File: src/rtl/mem_wb_if.sv
// MEM->WB stage channel: valid/ready handshake plus writeback payload.
// master drives valid and payload, slave drives ready.
interface mem_wb_if #(
  parameter int DATA_W = 32,
  parameter int CTRL_W = 2,
  parameter int ADDR_W = 5
);
  logic              valid;
  logic              ready;
  logic [CTRL_W-1:0] ctrl;
  logic [DATA_W-1:0] aluout;
  logic [DATA_W-1:0] rdata;
  logic [ADDR_W-1:0] regaddr;

  modport master (output valid, ctrl, aluout, rdata, regaddr, input ready);
  modport slave  (input valid, ctrl, aluout, rdata, regaddr, output ready);
endinterface

File: src/rtl/mem_wb_stage_reg.sv
// MEM->WB pipeline register with a 2-entry skid buffer, flush and masked bubbles.
// Optional MEM_WB_BUBBLE_CNT_EN adds a saturating count of idle output cycles.
module mem_wb_stage_reg #(
  parameter int DATA_W = 32,
  parameter int CTRL_W = 2,
  parameter int ADDR_W = 5,
  parameter int CNT_W  = 16
) (
  input  logic             clk,
  input  logic             rst,
  input  logic             flush,
  mem_wb_if.slave          mem,
  mem_wb_if.master         wb,
  output logic [CNT_W-1:0] bubble_cnt
);

  localparam logic [1:0] EMPTY = 2'd0;
  localparam logic [1:0] ONE   = 2'd1;
  localparam logic [1:0] FULL  = 2'd2;

  typedef struct packed {
    logic [CTRL_W-1:0] ctrl;
    logic [DATA_W-1:0] aluout;
    logic [DATA_W-1:0] rdata;
    logic [ADDR_W-1:0] regaddr;
  } entry_t;

  logic [1:0] state, state_nxt;
  entry_t     main_q, skid_q, in_entry;
  logic       main_valid, skid_valid;
  logic       accept, pop;
  logic       load_main_in, load_main_skid, load_skid;

  assign in_entry   = '{ctrl: mem.ctrl, aluout: mem.aluout, rdata: mem.rdata, regaddr: mem.regaddr};
  assign main_valid = (state == ONE) || (state == FULL);
  assign skid_valid = (state == FULL);

  // Ready comes from registered state only, so out_ready never reaches in_ready.
  assign mem.ready = !skid_valid && !rst;
  assign accept    = mem.valid && mem.ready;
  assign pop       = main_valid && wb.ready;

  always_comb begin
    state_nxt      = state;
    load_main_in   = 1'b0;
    load_main_skid = 1'b0;
    load_skid      = 1'b0;
    case (state)
      EMPTY: begin
        if (accept) begin
          state_nxt    = ONE;
          load_main_in = 1'b1;
        end
      end
      ONE: begin
        if (accept && pop) begin
          load_main_in = 1'b1;
        end else if (accept) begin
          state_nxt = FULL;
          load_skid = 1'b1;
        end else if (pop) begin
          state_nxt = EMPTY;
        end
      end
      FULL: begin
        if (pop) begin
          state_nxt      = ONE;
          load_main_skid = 1'b1;
        end
      end
      default: state_nxt = EMPTY;
    endcase
    // Flush discards held entries and anything accepted this cycle.
    if (flush) begin
      state_nxt      = EMPTY;
      load_main_in   = 1'b0;
      load_main_skid = 1'b0;
      load_skid      = 1'b0;
    end
  end

  always_ff @(posedge clk) begin
    if (rst) begin
      state  <= EMPTY;
      main_q <= '0;
      skid_q <= '0;
    end else begin
      state <= state_nxt;
      if (load_main_in)
        main_q <= in_entry;
      else if (load_main_skid)
        main_q <= skid_q;
      if (load_skid)
        skid_q <= in_entry;
    end
  end

  // Bubbles carry stale payload; masking ctrl keeps regwrite low.
  assign wb.valid   = main_valid;
  assign wb.ctrl    = main_valid ? main_q.ctrl : '0;
  assign wb.aluout  = main_q.aluout;
  assign wb.rdata   = main_q.rdata;
  assign wb.regaddr = main_q.regaddr;

`ifdef MEM_WB_BUBBLE_CNT_EN
  logic [CNT_W-1:0] bubble_q;

  always_ff @(posedge clk) begin
    if (rst)
      bubble_q <= '0;
    else if (!main_valid && (bubble_q != {CNT_W{1'b1}}))
      bubble_q <= bubble_q + 1'b1;
  end

  assign bubble_cnt = bubble_q;
`else
  assign bubble_cnt = '0;
`endif

endmodule

File: src/flat_wrapper.sv
// flat-port wrapper written by rule: the top's interface ports become plain ports
module mem_wb_stage_reg_flat 
#(
  parameter int DATA_W = 32,
  parameter int CTRL_W = 2,
  parameter int ADDR_W = 5,
  parameter int CNT_W  = 16
)
  (clk, rst, flush, bubble_cnt, mem_valid, mem_ctrl, mem_aluout, mem_rdata, mem_regaddr, mem_ready, wb_valid, wb_ctrl, wb_aluout, wb_rdata, wb_regaddr, wb_ready);
  mem_wb_if #(.DATA_W(DATA_W), .CTRL_W(CTRL_W), .ADDR_W(ADDR_W)) mem_i ();
  mem_wb_if #(.DATA_W(DATA_W), .CTRL_W(CTRL_W), .ADDR_W(ADDR_W)) wb_i ();
  input  logic clk;
  input  logic rst;
  input  logic flush;
  output logic [CNT_W-1:0] bubble_cnt;
  input wire logic [$bits(mem_i.valid)-1:0] mem_valid;
  input wire logic [$bits(mem_i.ctrl)-1:0] mem_ctrl;
  input wire logic [$bits(mem_i.aluout)-1:0] mem_aluout;
  input wire logic [$bits(mem_i.rdata)-1:0] mem_rdata;
  input wire logic [$bits(mem_i.regaddr)-1:0] mem_regaddr;
  output wire logic [$bits(mem_i.ready)-1:0] mem_ready;
  output wire logic [$bits(wb_i.valid)-1:0] wb_valid;
  output wire logic [$bits(wb_i.ctrl)-1:0] wb_ctrl;
  output wire logic [$bits(wb_i.aluout)-1:0] wb_aluout;
  output wire logic [$bits(wb_i.rdata)-1:0] wb_rdata;
  output wire logic [$bits(wb_i.regaddr)-1:0] wb_regaddr;
  input wire logic [$bits(wb_i.ready)-1:0] wb_ready;
  assign mem_i.valid = mem_valid;
  assign mem_i.ctrl = mem_ctrl;
  assign mem_i.aluout = mem_aluout;
  assign mem_i.rdata = mem_rdata;
  assign mem_i.regaddr = mem_regaddr;
  assign mem_ready = mem_i.ready;
  assign wb_valid = wb_i.valid;
  assign wb_ctrl = wb_i.ctrl;
  assign wb_aluout = wb_i.aluout;
  assign wb_rdata = wb_i.rdata;
  assign wb_regaddr = wb_i.regaddr;
  assign wb_i.ready = wb_ready;
  mem_wb_stage_reg #(.DATA_W(DATA_W), .CTRL_W(CTRL_W), .ADDR_W(ADDR_W), .CNT_W(CNT_W)) u_core (.clk(clk), .rst(rst), .flush(flush), .mem(mem_i), .wb(wb_i), .bubble_cnt(bubble_cnt));
endmodule
File: config.mk
export PLATFORM = sky130hd
export DESIGN_NAME = mem_wb_stage_reg_flat
export DESIGN_NICKNAME = d
export VERILOG_FILES = /design/src/rtl/mem_wb_if.sv /design/src/rtl/mem_wb_stage_reg.sv /design/src/flat_wrapper.sv
export SDC_FILE = /design/constraint.sdc
export NUM_CORES = 1
export LEC_CHECK = 0
export BUFFER_PORTS_ARGS = -buffer_cell sky130_fd_sc_hd__buf_2
export CAP_MARGIN = 25
export CORE_MARGIN = 4
export CORE_UTILIZATION = 59
export CTS_BUF_LIST = sky130_fd_sc_hd__clkbuf_4 sky130_fd_sc_hd__clkbuf_8
export DETAILED_ROUTE_END_ITERATION = 8
export PLACE_DENSITY = 0.85
export SYNTH_ARGS = -nofsm -noshare
export SYNTH_HDL_FRONTEND = slang
export SYNTH_SLANG_ARGS = --single-unit
File: constraint.sdc
create_clock -name clk -period 4.45 [get_ports clk]
set_input_delay 1.335 -clock clk [delete_from_list [all_inputs] [get_ports clk]]
set_output_delay 1.335 -clock clk [all_outputs]
set_load 0.03 [all_outputs]
==> key figures <==
Status
  – Outcome: finished, final reports clean

Synthesis
  – Post-synthesis cell type count: 29
  – Synthesis warning total: 0
  – Area of the mapped netlist: 6410 sq um
  – Fraction of the yosys area taken by sequential cells: 45.0%
  – FF+latch count, synth: 144
  – Post-Synthesis Mean Instance Area: 8.65 sq um
  – Gate count of the mapped netlist: 741
  – Number of flops mapped to enable cells by yosys: 0
  – Ys async rst share: 0%
  – Primary FF master, synth: dfxtp_1

Finish
  – Area growth syn-to-layout: 8.59%
  – Share of the core filled with cells: 66.5%
  – Most frequent cells in the layout: 217 x nand2_1, 147 x buf_2, 144 x dfxtp_1
  – Register Area: 2880 sq um
  – Fin nets: 876
  – Filler Cell Count: 870
  – Final Cell Area: 6960 sq um
  – Layout cells sized above 1: 31.8%
  – Multi-input gate area: 2590 sq um
  – Number of antenna cells inserted: 0
  – Most frequent standard cell in the layout excluding fill and tap cells: nand2_1

Global route
  – Maximum number of pins on one net before global-route repair: 72
  – Remaining global-route overflow: 0
  – Wire length of the first global-routing pass: 23200 um
  – Number of global-route vias before repair: 4979
  – Number of antenna violations at the first check in global routing: 0
  – Total GRT Usage: 22.1%

Critical path
  – Reg2reg path depth: 7
  – Worst Setup End Kind: output port
  – Critical Path Fanout Max: 30
  – RR Endpoint: u_core.skid_q[63]$_SDFFE_PP0P_
  – WP buf/inv: 2
  – Worst reg-to-reg setup slack: 1.85 ns
  – Worst reg2reg startpoint: u_core.state[0]$_SDFFE_PP0P_
  – Path length in cells of the critical path: 3
  – Largest stage delay on the critical path: 0.28 ns
  – Standard cell with the maximum stage delay on the critical path: buf_4
  – Origin of the worst setup path: rst
  – Dominant delay contributor by cell family on the critical path: buffers and inverters
  – Startpoint type of the worst setup path: input pin
  – Cell-by-cell trace of the critical path: buf_4 > nor2_1 > buf_2
  – Worst Path Arrival: 1.88 ns
  – Required @ worst endpoint: 3.12 ns
  – Worst Setup Path Type: in -> out

Power and ir drop
  – Power Internal: 2.10 mW
  – Switching power share of the total: 23.9%
  – Total Power Consumption: 2.76 mW
  – Power density over the cells: 397 nW/um^2
  – LEAKAGE: 2.63 nW
  – Worst voltage drop across the vdd grid: 0.239 mV
  – Switching power: 0.660 mW
  – Share of power burned in combinational logic: 8.9%
  – Fraction of power consumed by the clock network: 43.0%
  – Relative contribution of sequential cells to total power: 48.1%

Min path
  – Start point of the worst hold path: u_core.wb.aluout[23]$_SDFFE_PP0P_
  – Worst hold path depth: 2
  – Hold Path End: u_core.wb.aluout[23]$_SDFFE_PP0P_
  – Kind of path behind the tightest hold check: reg -> reg

Floorplan
  – Placement row count: 37
  – Number of top-level design ports: 165
  – Horiz. Die Dim: 112 um
  – Starting density of the core: 61.2%
  – Floorplan die area: 12600 sq um
  – Placeable core region: 10500 sq um
  – Die Y-Extent: 112 um

STA
  – Final-report max-slew violation count: 0
  – Maximum achievable frequency: 311 MHz
  – Fin Setup TNS: 0 ns
  – Min Clock Period, post-route: 3.21 ns
  – # setup viols final: 0
  – Number of endpoints with negative hold slack in the final report: 0
  – Unrepaired setup endpoints after global routing: false
  – Period utilisation layout: 72.2%
  – Minimum hold slack: 0.454 ns
  – Worst clock skew: 0.0121 ns
  – Slew margin rel.: 54.0%
  – Pin slew with the least headroom to its limit: 0.690 ns

Flow run
  – Max capacitance violation total: 0

Detailed routing
  – DRC violation total after the first TritonRoute iteration: 403
  – Number of detailed-route iterations in the first pass: 5
  – Routed wire length: 14300 um
  – DRC: 0
  – Via density per instance: 5.51
  – Total vias in the final route: 5200
  – Per-cell routed wire length: 15.1 um
  – Post-route antenna net violation count: 0

CTS
  – Cells resized by post-CTS repair: 0
  – Sink Count: 144
  – Hold bufs inserted after CTS: 0
  – Clk buf depth: 2
  – Clock tree from TritonCTS: yes
  – Clock latency on the worst-skew pair: 0.42 ns
  – Inserted Clock Buffers: 17
  – Setup bufs post-CTS: 0
  – CTS H-tree lvls: 4
  – Clock Root Buffer: clkbuf_8
  – Clock transition at the registers of the reported paths: 0.08 ns

Placed design
  – Port buffer count: 148
  – Total half-perimeter wirelength after legalization and detailed placement: 9540 um
  – Routability congestion estimate from global placement: 0.785
  – Cell area after placement: 6490 sq um
cells in the mapped netlist, types with 2 or more instances:
cell type,number,share of area (%)
ha_1,4,0.78
nand2_1,217,13
and2_1,2,0.20
nand3_1,2,0.16
a22oi_2,30,5.9
dfxtp_1,144,45
clkbuf_4,4,0.47
buf_2,9,0.70
buf_6,17,3.0
a21oi_1,113,8.8
clkbuf_1,22,1.3
inv_1,2,0.12
nor2_1,5,0.29
buf_4,86,10
a22oi_1,41,4.8
a21oi_2,30,4.1
routing by layer:
| layer | global-route usage, % | wire, um | vias to the layer above |
|---|---|---|---|
| met4 | 7.37 | 225 | 0 |
| met3 | 5.82 | 1050 | 21 |
| met1 | 27.8 | 5900 | 2461 |
| met5 | 0 | 0 | - |
| met2 | 36.9 | 7110 | 214 |
| li1 | - | - | 2504 |
tightest hold or removal path, delay by kind of cell, from the launching register on:
family	cells	cell delay [ns]
DFF	1	0.31
AOI/OAI and AO/OA	1	0.05
and+or+nand+nor	1	0.05
power groups by stage:
stage | clock network (mW) | registers, mW | logic [mW]
final | 1.19 | 1.33 | 0.246
after global routing | 1.26 | 1.33 | 0.265
after CTS | 1.20 | 1.33 | 0.245
after detailed placement | 0 | 1.36 | 0.244
after global placement | 0 | 1.36 | 0.239
after floorplan | 0 | 1.35 | 0.204
state kept, by name, summed over array words and instances, names as in the netlist:
name and flops:
u_core.wb.regaddr 5, u_core.state 2, u_core.wb.rdata 32, u_core.main_q 2
u_core.wb.aluout 32, u_core.skid_q 71
area by class of cell:
cell class | count | share of cell area [%]
flip-flops and latches | 144 | 41.4
multi-input cells | 472 | 37.3
repair buffers | 159 | 12.1
clock buffers | 21 | 4.06
clock inverters | 10 | 2.63
well taps | 136 | 2.45
inverters | 2 | 0.108
logic make-up (layout without fill, tap and decap cells):
logic type	count (synthesis)	count (layout)	synth area share [%]
compound gates	218	218	24.1
fa+ha+maj	4	4	0.781
buf+inv	140	192	15.6
flops	144	144	45.0
mux	1	1	0.156
other cells	1	16	0.0585
simple gates	233	233	14.3
metrics by stage:
step	instances	worst slack [ns]
2_1_floorplan	756	1.02
3_3_place_gp	913	1.24
3_5_place_dp	913	1.11
4_1_cts	944	1.25
5_1_grt	944	1.21
6_report	944	1.24
worst max path at each step:
stage	slack (ns)	endpoint
after floorplan	1.02	mem_ready
after global placement	1.24	u_core.skid_q[61]$_SDFFE_PP0P_
after detailed placement	1.11	u_core.skid_q[63]$_SDFFE_PP0P_
after CTS	1.25	mem_ready
after global routing	1.21	mem_ready
final	1.24	mem_ready
Power figures use the tool's default switching activity.
